$ cat src/rtl/sky_timing_gen.sv
// sky_timing_gen: raster timing source for the night-sky scene.
// Produces pixel coordinates, sync/blanking strobes, per-line and per-frame
// pulses, a completed-frame counter and a slow sawtooth fade level.
//
// Ports:
//   clk_pix      in   pixel clock, all state changes on its rising edge
//   rst          in   asynchronous active-high reset
//   freeze       in   holds fade_level and its divider (sampled at frame wrap)
//   sx, sy       out  raster position (10 bits each)
//   hsync, vsync out  active-low sync strobes
//   de           out  high inside the visible area
//   line         out  one-cycle pulse at sx==0 (every line)
//   frame        out  one-cycle pulse at sx==0, sy==0
//   frame_count  out  completed-frame counter, wraps at 16 bits
//   fade_level   out  sawtooth fade value, steps every FADE_DIV frames
module sky_timing_gen #(
    parameter int H_ACTIVE = 640,
    parameter int H_FP     = 16,
    parameter int H_SYNC   = 96,
    parameter int H_BP     = 48,
    parameter int V_ACTIVE = 480,
    parameter int V_FP     = 10,
    parameter int V_SYNC   = 2,
    parameter int V_BP     = 33,
    parameter int FADE_DIV = 4
) (
    input  logic        clk_pix,
    input  logic        rst,
    input  logic        freeze,
    output logic [9:0]  sx,
    output logic [9:0]  sy,
    output logic        hsync,
    output logic        vsync,
    output logic        de,
    output logic        line,
    output logic        frame,
    output logic [15:0] frame_count,
    output logic [7:0]  fade_level
);

    localparam int H_TOTAL = H_ACTIVE + H_FP + H_SYNC + H_BP;
    localparam int V_TOTAL = V_ACTIVE + V_FP + V_SYNC + V_BP;

    localparam logic [9:0] H_LAST   = 10'(H_TOTAL - 1);
    localparam logic [9:0] V_LAST   = 10'(V_TOTAL - 1);
    localparam logic [9:0] H_ACT    = 10'(H_ACTIVE);
    localparam logic [9:0] V_ACT    = 10'(V_ACTIVE);
    localparam logic [9:0] HS_START = 10'(H_ACTIVE + H_FP);
    localparam logic [9:0] HS_END   = 10'(H_ACTIVE + H_FP + H_SYNC);
    localparam logic [9:0] VS_START = 10'(V_ACTIVE + V_FP);
    localparam logic [9:0] VS_END   = 10'(V_ACTIVE + V_FP + V_SYNC);

    localparam int DIV_W = (FADE_DIV > 1) ? $clog2(FADE_DIV) : 1;
    localparam logic [DIV_W-1:0] DIV_LAST = DIV_W'(FADE_DIV - 1);

    logic [9:0]       sx_next;
    logic [9:0]       sy_next;
    logic             h_wrap;
    logic             frame_wrap;
    logic [DIV_W-1:0] div_cnt;

    // Next raster position; strobes are registered from these so they line
    // up with the coordinates presented in the same cycle.
    always_comb begin
        sx_next    = sx + 10'd1;
        sy_next    = sy;
        h_wrap     = (sx == H_LAST);
        frame_wrap = h_wrap && (sy == V_LAST);
        if (h_wrap) begin
            sx_next = '0;
            sy_next = (sy == V_LAST) ? '0 : sy + 10'd1;
        end
    end

    always_ff @(posedge clk_pix or posedge rst) begin
        if (rst) begin
            sx          <= '0;
            sy          <= '0;
            hsync       <= 1'b1;
            vsync       <= 1'b1;
            de          <= 1'b1;
            line        <= 1'b0;
            frame       <= 1'b0;
            frame_count <= '0;
            fade_level  <= '0;
            div_cnt     <= '0;
        end else begin
            sx    <= sx_next;
            sy    <= sy_next;
            hsync <= !((sx_next >= HS_START) && (sx_next < HS_END));
            vsync <= !((sy_next >= VS_START) && (sy_next < VS_END));
            de    <= (sx_next < H_ACT) && (sy_next < V_ACT);
            line  <= h_wrap;
            frame <= frame_wrap;
            if (frame_wrap) begin
                frame_count <= frame_count + 16'd1;
                // freeze only matters here: it holds both fade state registers
                if (!freeze) begin
                    if (div_cnt == DIV_LAST) begin
                        div_cnt    <= '0;
                        fade_level <= fade_level + 8'd1;
                    end else begin
                        div_cnt <= div_cnt + DIV_W'(1);
                    end
                end
            end
        end
    end

endmodule

$ cat config.mk
export PLATFORM = sky130hd
export DESIGN_NAME = sky_timing_gen
export DESIGN_NICKNAME = d
export VERILOG_FILES = /design/src/rtl/sky_timing_gen.sv
export SDC_FILE = /design/constraint.sdc
export NUM_CORES = 1
export LEC_CHECK = 0
export CAP_MARGIN = 40
export CORE_UTILIZATION = 28
export DETAILED_ROUTE_END_ITERATION = 16
export PLACE_DENSITY = 0.51
export SETUP_SLACK_MARGIN = 0.1
export SLEW_MARGIN = 20
export SYNTH_ARGS = -nofsm -noshare
export SYNTH_HDL_FRONTEND = slang
export SYNTH_SLANG_ARGS = --single-unit
$ cat constraint.sdc
create_clock -name clk_pix -period 2.15 [get_ports clk_pix]
set_input_delay 0.43 -clock clk_pix [delete_from_list [all_inputs] [get_ports clk_pix]]
set_output_delay 0.43 -clock clk_pix [all_outputs]
set_load 0.05 [all_outputs]
==> run metrics <==
Critical Path Max Stage Delay=0.51 ns; Antenna Nets Post-Route=0; Die Span X=96.3 um; slowest stage cell, crit path=or4b_1; top cells by area, synth=dfrtp_1, xnor2_1, ha_1; Initial Util=28.7%; HPWL Detailed=4.00 mm; FF+latch count, synth=51; met2 Usage GRT=21.2%; Initial DRC Count=42; # clock sinks=51; Critical Path Fanout Max=7; CTS Buf Count=5; Leakage=1.93 nW; routability cong.=0.794; area share of the largest cell type after synthesis=48.2%; antenna violations before repair=0; post-layout instance area=3720 um^2; met3 usage=2.69%; # nets final=328; WP data arrival=2.32 ns; aggregate routed wire length=5.76 mm; die height=96.3 um; grt peak-use layer=met2; clock latency on the worst-skew pair=0.31 ns; CTS tree=done; DRC viols=0; CP endpoint kind=register; post-layout min period=2.09 ns; final worst path period share=97.3%; vias in the first global route=1930; share of layout cells above drive strength 1=27.9%; Worst Skew=0.0122 ns; CP Class=reg2reg; FILL cells=853; status=completed; routed vias=2003; top_reg_cell synth=dfrtp_1; RSZ-0062 raised after global routing=true; max frequency=478 MHz; unique cell type count in the Yosys netlist=52; synthesized area per cell=11.3 um^2; Max-Cap Viols=0; number of synthesized flops with an enable pin=0; final setup violating endpoints=0; largest net degree at the start of global routing=52; fraction of registers with async set/reset=100%; count leader, synth=dfrtp_1; crit-path cells=ha_4 -> nand4_1 -> buf_6 -> or3_4 -> o31ai_4 -> a21oi_2 -> or4b_1; P&R area growth vs syn=49.5%; Final Hold Vio Count=0; first-pass GRT wire length=9.31 mm; pwr/cell area=460 nW/um^2; worst slew pin tran=0.596 ns; placed cell areas=3400 um^2; Die Area=9280 um^2; Synth Net Count=231; htree depth=2; Critical Path RT=2.38 ns; num ports=52; synth cell count leaders=dfrtp_1, xnor2_1, nand2_1, nand3_1; core area=8680 um^2; Seq/Total Area, Yosys=51.4%; clock-pin slew on the worst setup and hold paths=0.11 ns; drt first pass iters=4; HP Class=in2async; WL per Instance=13.5 um; YS warnings=0; max-slew violations=0; relative slew slack=59.8%; total congestion overflow=0; # rows=34; post-synthesis instance total=221; port bufs=51; Final Non-Filler Cells=427; Tot GR Track Use=13.1%; hold_buf cts=0; CTS max path bufs=2; Synth area leader=dfrtp_1; Mapped Area=2490 um^2; VDD IR-drop max=0.224 mV; antenna cells=0; Post-Place Cells=410; startpoint type of the worst setup path=register; routed vias/inst=4.69; fin util=42.9%; root buffer cell=clkbuf_8; met1 GRT Util=17.4%
critical path: cells and delay by family (launching register included):
family | cells | cell delay (ns)
compound gates | 2 | 0.34
simple gates | 3 | 0.99
buf+inv | 1 | 0.16
flops | 1 | 0.40
fa+ha+maj | 1 | 0.13
placed cells by master, fill, tap and decap left out, types with 8 or more instances in the layout:
cell | netlist | routed
dlymetal6s2s_1 | 0 | 14
dfrtp_1 | 48 | 41
clkdlybuf4s50_1 | 0 | 20
xor2_1 | 9 | 9
nand2_1 | 17 | 16
nand4_1 | 8 | 8
nor2_1 | 9 | 9
dlygate4sd2_1 | 0 | 16
buf_4 | 0 | 37
and3_1 | 9 | 8
xnor2_1 | 23 | 23
nand3_1 | 13 | 13
repair_timing:
action                     CTS  global route
gates resized for setup     30            22
pin swaps                    6             2
setup buffers                3             6
setup endpoints to repair   36            29
flip-flops by register name, summed over array words and instances, names as in the netlist:
register     flops
de               1
div_cnt          2
fade_level       8
frame            1
frame_count     16
hsync            1
line             1
sx              10
sy              10
vsync            1
per-layer routing:
| layer | up-vias | wire [um] |
|---|---|---|
| met2 | 50 | 2720 |
| met1 | 965 | 2730 |
| met5 | - | 0 |
| met4 | 0 | 45 |
| li1 | 983 | - |
| met3 | 5 | 260 |
stage by stage:
| step | hold WS, ns | setup TNS [ns] | setup slack [ns] | total power, W |
|---|---|---|---|---|
| after global routing | 0.490 | -0.0402 | -0.0299 | 0.00177 |
| after detailed placement | 0.469 | -0.00850 | -0.00850 | 0.00101 |
| after global placement | 0.463 | -0.0208 | -0.0208 | 0.00101 |
| final | 0.477 | 0 | 0.0572 | 0.00171 |
| after CTS | 0.482 | 0 | 0.0166 | 0.00174 |
| after floorplan | 0.485 | -3.39 | -0.265 | 0.000991 |
layout make-up:
type                       count  area [um^2]  share of cell area, %
clock buffer                   6         82.6                   2.22
clock inverter                 2         38.8                   1.04
inverter                       8         30.0                  0.806
multi-input combinational    159         1280                   34.3
sequential                    51         1290                   34.6
tap                          108          135                   3.63
timing repair buffer          93          870                   23.4
power breakdown:
group	total (W)	internal (W)	switching (W)
clock network	0.000725	0.000384	0.000342
registers	0.000959	0.000959	0
logic	0.0000276	0.00000726	0.0000203
total	0.00171	0.00135	0.000362
worst paths after layout:
| kind | startpoint | end | slack (ns) | cells after the start |
|---|---|---|---|---|
| setup / recovery | sx[1] | vsync | 0.06 | 7 |
| hold / removal | rst | frame_count[13] | 0.48 | 3 |
| setup reg to reg | sx[1] | vsync | 0.06 | 7 |
| hold reg to reg | frame_count[15] | frame_count[15] | 0.48 | 1 |
| max in group asynchronous | rst | hsync | 1.39 | 3 |
| min in group clk_pix | frame_count[15] | frame_count[15] | 0.48 | 1 |
cell families (layout without fill, tap and decap cells):
family,after synthesis,count (layout),share of synthesized area (%)
multiplexers,6,6,2.66
buffers and inverters,11,109,2.26
flip-flops,51,51,51.4
XOR/XNOR,32,32,11.3
AND/OR/NAND/NOR,90,90,21.8
AO/OA/AOI/OAI,24,24,7.13
adder cells (fa/ha/maj),7,7,3.52
Power figures use the tool's default switching activity.
